File: config.mk
export PLATFORM = sky130hd
export DESIGN_NAME = spi_controller
export DESIGN_NICKNAME = d
export VERILOG_FILES = /design/src/rtl/spi_pkg.sv /design/src/rtl/spi_clk_gen.sv /design/src/rtl/spi_controller.sv
export SDC_FILE = /design/constraint.sdc
export NUM_CORES = 1
export LEC_CHECK = 0
export ABC_AREA = 1
export CAP_MARGIN = 20
export CORE_AREA = 3 3 80 82
export CTS_CLUSTER_DIAMETER = 200
export DETAILED_ROUTE_END_ITERATION = 10
export DIE_AREA = 0 0 83 85
export PLACE_DENSITY = 0.51
export SKIP_LAST_GASP = 1
export SLEW_MARGIN = 20
export SYNTH_ARGS = -nofsm -noshare
export SYNTH_HDL_FRONTEND = slang
export SYNTH_SLANG_ARGS = --single-unit
export TNS_END_PERCENT = 10
File: constraint.sdc
create_clock -name clk -period 4.1 [get_ports clk]
set_input_delay 0.82 -clock clk [delete_from_list [all_inputs] [get_ports clk]]
set_output_delay 0.82 -clock clk [all_outputs]
set_load 0.005 [all_outputs]
File: src/rtl/spi_pkg.sv
// Shared constants, state type and frame builder for the write-only SPI controller
// and for any peripheral-side receiver that decodes its frames.
package spi_pkg;

  localparam int       MAX_ADDR  = 4;
  localparam int       ADDR_W    = 7;
  localparam int       DATA_W    = 8;
  localparam int       FRAME_W   = 16;
  localparam logic     WRITE_BIT = 1'b1;
  localparam int       BIT_CNT_W = $clog2(FRAME_W + 1);

  typedef enum logic [2:0] {
    IDLE,
    SETUP,
    SHIFT,
    HOLD,
    GAP
  } spi_state_e;

  function automatic logic [FRAME_W-1:0] make_frame(input logic [ADDR_W-1:0] addr,
                                                    input logic [DATA_W-1:0] data);
    return {WRITE_BIT, addr, data};
  endfunction

endpackage

File: src/rtl/spi_clk_gen.sv
// Half-period pacer: counts CLK_DIV system clocks while enabled and flags each
// half-period boundary, classified as a rising or falling SCLK edge.
module spi_clk_gen #(
  parameter int CLK_DIV = 4
) (
  input  logic clk,
  input  logic rst_n,
  input  logic en_i,
  input  logic sclk_i,
  output logic tick_o,
  output logic rise_o,
  output logic fall_o
);

  localparam int CNT_W = $clog2(CLK_DIV);

  logic [CNT_W-1:0] cnt_q;

  assign tick_o = en_i && (cnt_q == CNT_W'(CLK_DIV - 1));
  assign rise_o = tick_o && !sclk_i;
  assign fall_o = tick_o &&  sclk_i;

  // NOTE: registers update with <= so every flop samples values from before the edge.
  always_ff @(posedge clk or negedge rst_n) begin
    if (!rst_n) begin
      cnt_q <= '0;
    end else if (!en_i || tick_o) begin
      cnt_q <= '0;
    end else begin
      cnt_q <= cnt_q + 1'b1;
    end
  end

endmodule

File: src/rtl/spi_controller.sv
// SPI mode-0 register-write master: one 16-bit frame {write, addr, data} per
// accepted request, with enforced nCS-high gap between frames.
module spi_controller
  import spi_pkg::*;
#(
  parameter int CLK_DIV    = 4,
  parameter int GAP_HALVES = 2
) (
  input  logic              clk,
  input  logic              rst_n,
  input  logic              req_valid,
  output logic              req_ready,
  input  logic [ADDR_W-1:0] req_addr,
  input  logic [DATA_W-1:0] req_data,
  output logic              done,
  output logic              err,
  output logic              sclk,
  output logic              nCS,
  output logic              COPI
);

  localparam int GAP_W = $clog2(GAP_HALVES + 1);

  spi_state_e           state_q;
  logic [FRAME_W-1:0]   shift_q;
  logic [BIT_CNT_W-1:0] bit_cnt_q;
  logic [GAP_W-1:0]     gap_cnt_q;
  logic                 sclk_q;
  logic                 ncs_q;
  logic                 copi_q;
  logic                 done_q;
  logic                 err_q;
  logic                 tick;
  logic                 rise;
  logic                 fall;
  logic                 accept;

  assign req_ready = (state_q == IDLE);
  assign accept    = req_valid && req_ready;

  assign sclk = sclk_q;
  assign nCS  = ncs_q;
  assign COPI = copi_q;
  assign done = done_q;
  assign err  = err_q;

  spi_clk_gen #(
    .CLK_DIV(CLK_DIV)
  ) u_clk_gen (
    .clk   (clk),
    .rst_n (rst_n),
    .en_i  (state_q != IDLE),
    .sclk_i(sclk_q),
    .tick_o(tick),
    .rise_o(rise),
    .fall_o(fall)
  );

  always_ff @(posedge clk or negedge rst_n) begin
    if (!rst_n) begin
      state_q   <= IDLE;
      shift_q   <= '0;
      bit_cnt_q <= '0;
      gap_cnt_q <= '0;
      sclk_q    <= 1'b0;
      ncs_q     <= 1'b1;
      copi_q    <= 1'b0;
      done_q    <= 1'b0;
      err_q     <= 1'b0;
    end else begin
      done_q <= 1'b0;
      err_q  <= 1'b0;
      unique case (state_q)
        IDLE: begin
          if (accept) begin
            if (req_addr > ADDR_W'(MAX_ADDR)) begin
              err_q <= 1'b1;
            end else begin
              shift_q   <= make_frame(req_addr, req_data);
              copi_q    <= WRITE_BIT;
              ncs_q     <= 1'b0;
              bit_cnt_q <= '0;
              state_q   <= SETUP;
            end
          end
        end
        SETUP: begin
          if (tick) state_q <= SHIFT;
        end
        SHIFT: begin
          // COPI follows the shifted MSB one cycle after the falling edge, so it
          // never moves in the same cycle as sclk.
          copi_q <= shift_q[FRAME_W-1];
          if (rise) begin
            sclk_q <= 1'b1;
          end else if (fall) begin
            sclk_q    <= 1'b0;
            bit_cnt_q <= bit_cnt_q + 1'b1;
            if (bit_cnt_q == BIT_CNT_W'(FRAME_W - 1)) begin
              state_q <= HOLD;
            end else begin
              shift_q <= shift_q << 1;
            end
          end
        end
        HOLD: begin
          if (tick) begin
            ncs_q     <= 1'b1;
            copi_q    <= 1'b0;
            done_q    <= 1'b1;
            gap_cnt_q <= '0;
            state_q   <= GAP;
          end
        end
        GAP: begin
          if (tick) begin
            if (gap_cnt_q == GAP_W'(GAP_HALVES - 1)) begin
              gap_cnt_q <= '0;
              state_q   <= IDLE;
            end else begin
              gap_cnt_q <= gap_cnt_q + 1'b1;
            end
          end
        end
        default: state_q <= IDLE;
      endcase
    end
  end

endmodule

Yosys cells after proc, flatten, opt, wreduce, memory -nomap -nowiden. Cells that the tools add are included.

Input port bits: 18. Output and inout port bits: 6. Register bits: 33. Logic and storage cells: 93.

Equality and inequality tests: 17. Reductions and logical operators: 21. Add/sub/neg operators: 3. Multiplexer cells: 41. $lt $le $gt $ge: 1.

Operators with widths (count): $mux 16 (5); $pmux 16 s2 (1); $mux 3 (9); $mux 5 (4); $pmux 3 s5 (1); $mux 1 (13); $ne 2x2->1 const B (6); $pmux 5 s2 (1); $reduce_and 9->1 (1); $mux 2 (4); $ne 2x1->1 const B (4); $reduce_and 4->1 (2); $reduce_bool 2->1 (4); $gt 7x3->1 const B (1); $eq 3x2->1 const B (2); $reduce_and 6->1 (1); $reduce_bool 3->1 (2); $add 5x1->5 const B (1); $eq 5x4->1 const B (1); $reduce_and 5->1 (1); $add 2x1->2 const B (2); $logic_and 1x1->1 (4); $pmux 2 s2 (1); $eq 3x1->1 const B (1); other kinds (10) (11).

Logic depth before layout (Yosys ltp). Gate-level depths: netlist (run 1).

Word-level depth: 6. Mapped depth: 11. Mapped depth without buffers: 11.

Hierarchy. A second synthesis (run 1) with hierarchy kept.

Cell total of the unflattened synthesis: 237. Area, all modules: 1778.0 um^2.

By module, submodules not included: spi_controller (cells each 224, times used 1, seq. area each 777.0 um^2, area each 1677.9 um^2); spi_clk_gen (cells each 13, times used 1, seq. area each 50.0 um^2, area each 100.1 um^2).

Worst setup path before layout (run 1). Ideal clock, no wire load.

Path type: input -> register. From: input req_addr[4]. To: register shift_q[10]. Data arrival time: 1.654 ns. Required time: 3.984 ns. Path buffers: 1. Setup time: 0.116 ns. Stages on the path: 9. Setup slack: 2.329 ns. Cell sequence: nor2_1 -> nand2_1 -> inv_1 -> nand2_1 -> o21ai_2 -> nand2_4 -> buf_6 -> nand2_1 -> nand2_1.

Longest elaborated chain between the ends: 3.

RTL lines: from (decl) (RTL line spi_controller.sv:13) `input logic [ADDR_W-1:0] req_addr,`; $gt 7x3->1 (RTL line spi_controller.sv:76) `if (req_addr > ADDR_W'(MAX_ADDR)) begin`; $ne 2x2->1 (no source line); $reduce_and 6->1 (no source line); to (signal assigned) (RTL line spi_controller.sv:79) `shift_q <= make_frame(req_addr, req_data);`; to (signal assigned) (RTL line spi_controller.sv:102) `shift_q <= shift_q << 1;`; to (decl) (RTL line spi_controller.sv:25) `logic [FRAME_W-1:0] shift_q;`.

Every way passes these cells. A chain may end at the register's enable or synchronous reset.

Worst setup path in the final report (run 1).
From: register state_q[0]. To: output req_ready.

Longest elaborated chain between the ends: 1.

RTL lines: from (decl) (RTL line spi_controller.sv:24) `spi_state_e state_q;`; from (signal assigned) (RTL line spi_controller.sv:61) `state_q <= IDLE;`; from (signal assigned) (RTL line spi_controller.sv:83) `state_q <= SETUP;`; from (signal assigned) (RTL line spi_controller.sv:88) `if (tick) state_q <= SHIFT;`; $logic_not 3->1 (RTL line spi_controller.sv:38) `assign req_ready = (state_q == IDLE);`; to (decl) (RTL line spi_controller.sv:12) `output logic req_ready,`.

Every way passes these cells.

==> results of run 1 <==
## flip-flops by register name, summed over array words and instances (netlist names)
register	count
bit_cnt_q	5
sclk	1
done	1
COPI	1
err	1
gap_cnt_q	2
u_clk_gen.cnt_q	2
shift_q	16
state_q	3
nCS	1
## critical path: stages, from the launching register on
cell,delay [ns]
dfrtp_1,0.44
inv_2,0.10
nand2_1,0.11
nor2_4,0.23
clkdlybuf4s50_1,0.55
## synthesized netlist by cell type
library cell and number:
nand2_1 116, dfrtp_1 32, nand3_1 25, nor2_1 22, inv_1 15, buf_2 5
o21ai_0 4, ha_1 3, nand2_4 3, a21oi_1 2, buf_4 2, buf_6 2
inv_2 2, nor2_2 2, nor3b_1 2, clkbuf_1 1, dfstp_2 1, nand2_2 1
nand4_1 1, nor2_4 1, nor2_8 1, nor3_1 1, o211a_1 1, o211ai_1 1
o21ai_2 1, o21bai_1 1, or2_2 1, xnor2_1 1, xor2_1 1
## metrics by stage
| stage | setup slack [ns] | power, mW | cell area [µm²] |
|---|---|---|---|
| after CTS | 1.53 | 1.64 | 2190 |
| final | 1.57 | 1.60 | 2190 |
| after detailed placement | 1.35 | 1.39 | 2110 |
| after global placement | 1.41 | 1.38 | 2110 |
| after global routing | 1.47 | 1.78 | 2190 |
| after floorplan | 2.33 | 1.18 | 1840 |
## final timing paths
| path | startpoint | end | slack, ns | cells past startpoint |
|---|---|---|---|---|
| setup / recovery | state_q[0]$_DFFE_PN0P_ | req_ready | 1.57 | 4 |
| hold / removal | u_clk_gen.cnt_q[0]$_DFF_PN0_ | u_clk_gen.cnt_q[0]$_DFF_PN0_ | 0.45 | 1 |
| setup reg to reg | state_q[1]$_DFFE_PN0P_ | shift_q[10]$_DFFE_PN0P_ | 2.02 | 8 |
| hold reg to reg | u_clk_gen.cnt_q[0]$_DFF_PN0_ | u_clk_gen.cnt_q[0]$_DFF_PN0_ | 0.45 | 1 |
| max in group asynchronous | rst_n | nCS$_DFFE_PN1P_ | 2.84 | 2 |
| min in group asynchronous | rst_n | u_clk_gen.cnt_q[0]$_DFF_PN0_ | 0.93 | 2 |
## cell type report
class,instances,area [µm²],area share [%]
multi-input combinational,191,878,40.0
sequential,33,827,37.7
timing repair buffer,25,245,11.2
tap,75,93.8,4.28
clock buffer,5,68.8,3.14
inverter,17,63.8,2.91
clock inverter,3,17.5,0.798
## cells by family after synthesis
group / after synthesis / share of synthesized area [%]
xor gates and xnor gates: 2 / 0.955
AOI/OAI and AO/OA: 10 / 3.48
adders and majority gates: 3 / 2.05
and+or+nand+nor: 176 / 41.4
DFF: 33 / 45.1
buffers and inverters: 27 / 7.09
## metal layers
layer / vias up / wire length (µm) / track usage [%]
li1: 819 / - / -
met1: 690 / 1910 / 16.5
met2: 30 / 1890 / 20.3
met3: 6 / 163 / 3.20
met4: 0 / 73 / 4.90
met5: - / 0 / 0
## where the power goes
| part | total, mW | internal (mW) | switching, mW |
|---|---|---|---|
| Combinational | 0.814 | 0.289 | 0.525 |
| Clock | 0.241 | 0.117 | 0.124 |
| Sequential | 0.547 | 0.459 | 0.0882 |
==> impl_results.md, run 1 <==
- Outcome: completed
- # hold bufs at CTS: 0
- 1st-iter DRT viols: 71
- Routed wire length: 4.04 mm
- Worst-case hold slack: 0.451 ns
- P_leak: 1.16 nW
- First-pass GRT wire length: 7.19 mm
- Share of cells above drive strength 1: 8.39%
- Number of placed cells counting well taps: 341
- Post-synth cell types: 29
- Worst-Skew Late Latency: 0.28 ns
- WL per Instance: 11.6 µm
- # resized after CTS: 0
- Placer congestion estimate: 0.764
- Crit end category: primary output
- Worst Skew: 0.00394 ns
- Die Footprint: 7060 µm²
- Total of max-cap violations: 0
- Total number of vias: 1545
- Clock Pin Slew Worst Setup and Hold Paths: 0.07 ns
- Antenna Nets Post-Route: 0
- Antenna Cells: 0
- Final Hold Fails: 0
- Maximum fanout along the worst path: 9
- Setup TNS: 0 ns
- Slew @ Worst Pin: 0.809 ns
- Initial Util: 31.6%
- Core footprint: 5820 µm²
- Syn_nets: 272
- CTS Buffer Depth: 2
- Yosys warns: 0
- Vias in the first global route: 1495
- Most frequent cells in the layout: nand2_1, dfrtp_1, nand3_1
- Slew Limit Fails: 0
- Crit path kind: reg -> out
- Dominant cells by area after synthesis: dfrtp_1, nand2_1, nand3_1, nor2_1, inv_1
- DP Wirelength: 2.92 mm
- Largest net degree at the start of global routing: 34
- CTS tree: yes
- Worst Setup Start Kind: register
- Drt pass-1 iters: 4
- Hold WC Path Type: reg -> reg
- IO Count: 24
- Cell Rows: 28
- Num CTS Buffers: 5
- Post-route clock period utilization: 61.7%
- Fmax: 395 MHz
- Buffers on Ports: 23
- Synthesized flop and latch total: 33
- Initial antenna violation count: 0
- Non-Filler Instances: 349
- Nets: 294
- Filler cell count: 681
- Worst-case vdd ir drop: 0.227 mV
- Seq/Total Area, Yosys: 45.1%
- Slew margin rel.: 46.0%
- Postcts setup bufs: 0
- Vias per cell: 4.43
- Mapped Avg Cell Area: 7.31 µm²
- Data arrival, critical path: 1.71 ns
- Post-layout min period: 2.53 ns
- Post-synthesis cell count: 251
- Die Height: 85 µm
- Post-Syn Area: 1840 µm²
- Layout area overhead: 19.6%
- CTS H-tree lvls: 2
- CP required: 3.28 ns
- RSZ-0062 raised after global routing: no
- DRC: 0
- Dominant cell type by area after synthesis: dfrtp_1
- Root Buffer: clkbuf_8
- GRT overflow: 0
- Commonest non-fill, non-tap cell in the layout: nand2_1
- Clock sink count: 33
- Pwr/cell area: 730 nW/µm²
- Total GRT Usage: 12.7%
- Die width: 83 µm
- Endpoints failing setup: 0
- Final Util: 37.7%
- Top-area cell type share of the netlist area: 43.6%
Power figures use the tool's default switching activity.
==> run 2: changes to the inputs <==
--- a/config.mk
+++ b/config.mk
@@ -11,7 +11,7 @@
 export CTS_CLUSTER_DIAMETER = 200
 export DETAILED_ROUTE_END_ITERATION = 10
 export DIE_AREA = 0 0 83 85
-export PLACE_DENSITY = 0.51
+export PLACE_DENSITY = 0.53
 export SKIP_LAST_GASP = 1
 export SLEW_MARGIN = 20
 export SYNTH_ARGS = -nofsm -noshare
==> constraint.sdc (replaced) <==
create_clock -name clk -period 2.15 [get_ports clk]
set_input_delay 0.43 -clock clk [delete_from_list [all_inputs] [get_ports clk]]
set_output_delay 0.43 -clock clk [all_outputs]
set_load 0.005 [all_outputs]
==> run 2 against run 1 <==
  * Total power is 100% higher
  * Hold slack got worse by 0.013 ns
  * Setup slack worse by 1.4 ns
  * Core utilization is 1.2 points higher
  * Largest cell class unchanged
==> impl_results.md, run 2 (synthesis results as in run 1) <==
- GRT overflow: 0
- Slew @ Worst Pin: 0.438 ns
- Placer congestion estimate: 0.829
- Share of cells above drive strength 1: 10.4%
- Num CTS Buffers: 5
- Clock Pin Slew Worst Setup and Hold Paths: 0.07 ns
- Data arrival, critical path: 1.59 ns
- Die width: 83 µm
- Postcts setup bufs: 0
- Slew Limit Fails: 0
- Worst Setup Start Kind: register
- Post-layout min period: 2.02 ns
- Antenna Nets Post-Route: 0
- Core footprint: 5820 µm²
- Drt pass-1 iters: 4
- Worst Skew: 0.00634 ns
- Top Registers: shift_q: 16 flops, bit_cnt_q: 5 flops, state_q: 3 flops
- Buffers on Ports: 23
- Pwr/cell area: 1440 nW/µm²
- CTS H-tree lvls: 2
- # resized after CTS: 0
- Cell Rows: 28
- Max FFs per register: 16
- RSZ-0062 raised after global routing: no
- P_leak: 1.20 nW
- CP required: 1.72 ns
- 1st-iter DRT viols: 92
- Worst-case vdd ir drop: 0.617 mV
- Final Hold Fails: 0
- Vias per cell: 4.52
- Initial Util: 31.6%
- Setup TNS: 0 ns
- Die Footprint: 7060 µm²
- Reg2Reg Depth: 10
- Hold WC Path Type: reg -> reg
- Vias in the first global route: 1507
- Crit path kind: reg -> out
- Hold Crit Depth: 1
- Initial antenna violation count: 0
- Tot Pwr: 3.26 mW
- Total number of vias: 1606
- Outcome: completed
- Nets: 300
- Endpoints failing setup: 0
- Total of max-cap violations: 0
- Routed wire length: 4.15 mm
- Commonest non-fill, non-tap cell in the layout: nand2_1
- DP Wirelength: 2.92 mm
- Maximum fanout along the worst path: 5
- Crit end category: primary output
- FF-to-FF setup slack: 0.33 ns
- Total GRT Usage: 12.5%
- First-pass GRT wire length: 7.10 mm
- Worst-Skew Late Latency: 0.29 ns
- Die Height: 85 µm
- Fmax: 495 MHz
- Biggest register: shift_q
- Antenna Cells: 0
- Largest net degree at the start of global routing: 34
- IO Count: 24
- Most frequent cells in the layout: nand2_1, dfrtp_1, nand3_1
- # hold bufs at CTS: 0
- DRC: 0
- Root Buffer: clkbuf_8
- Slew margin rel.: 70.8%
- CTS Buffer Depth: 2
- Layout area overhead: 23.5%
- CTS tree: yes
- WL per Instance: 11.7 µm
- Post-route clock period utilization: 93.9%
- Clock sink count: 33
[run 2: power breakdown]
group / internal, mW / switching, mW
registers: 0.875 / 0.167
logic: 0.651 / 1.04
clock network: 0.290 / 0.239
total: 1.82 / 1.45
[run 2: cell type report]
class,count,area (µm²)
timing repair buffer,31,303
clock inverter,1,5.00
clock buffer,7,96.3
inverter,17,63.8
multi-input combinational,191,878
sequential,33,827
fill,637,3550
tap,75,93.8
[run 2: worst paths after layout]
path | end | from
max | req_ready | state_q[2]$_DFFE_PN0P_
min | u_clk_gen.cnt_q[0]$_DFF_PN0_ | u_clk_gen.cnt_q[0]$_DFF_PN0_
max reg2reg | shift_q[4]$_DFFE_PN0P_ | bit_cnt_q[0]$_DFFE_PN0P_
min reg2reg | u_clk_gen.cnt_q[0]$_DFF_PN0_ | u_clk_gen.cnt_q[0]$_DFF_PN0_
max in group asynchronous | nCS$_DFFE_PN1P_ | rst_n
min in group asynchronous | u_clk_gen.cnt_q[0]$_DFF_PN0_ | rst_n
[run 2: metrics by stage]
stage / worst slack [ns] / hold slack (ns) / util (%) / instance area (µm²) / instances
global placement: 0.122 / 0.431 / 37.2 / 2170 / 347
CTS: 0.130 / 0.441 / 39.0 / 2270 / 355
finish: 0.132 / 0.438 / 39.0 / 2270 / 355
detailed placement: 0.0991 / 0.428 / 37.2 / 2170 / 347
floorplan: 0.552 / 0.134 / - / 1840 / 251
global route: 0.0746 / 0.475 / 39.0 / 2270 / 355
[run 2: metal layers]
metal | vias up | GRT usage [%] | share of wire [%]
met5 | - | 0 | 0
met4 | 0 | 5.05 | 1.8
met3 | 8 | 3.20 | 5.0
met2 | 40 | 20.3 | 47
met1 | 726 | 15.9 | 46
li1 | 832 | - | -
[run 2: critical path, stage by stage (launching register included)]
cell and delay, ns:
dfrtp_1 0.44, inv_2 0.11, nand2_1 0.13, nor2_4 0.11, clkdlybuf4s50_1 0.50
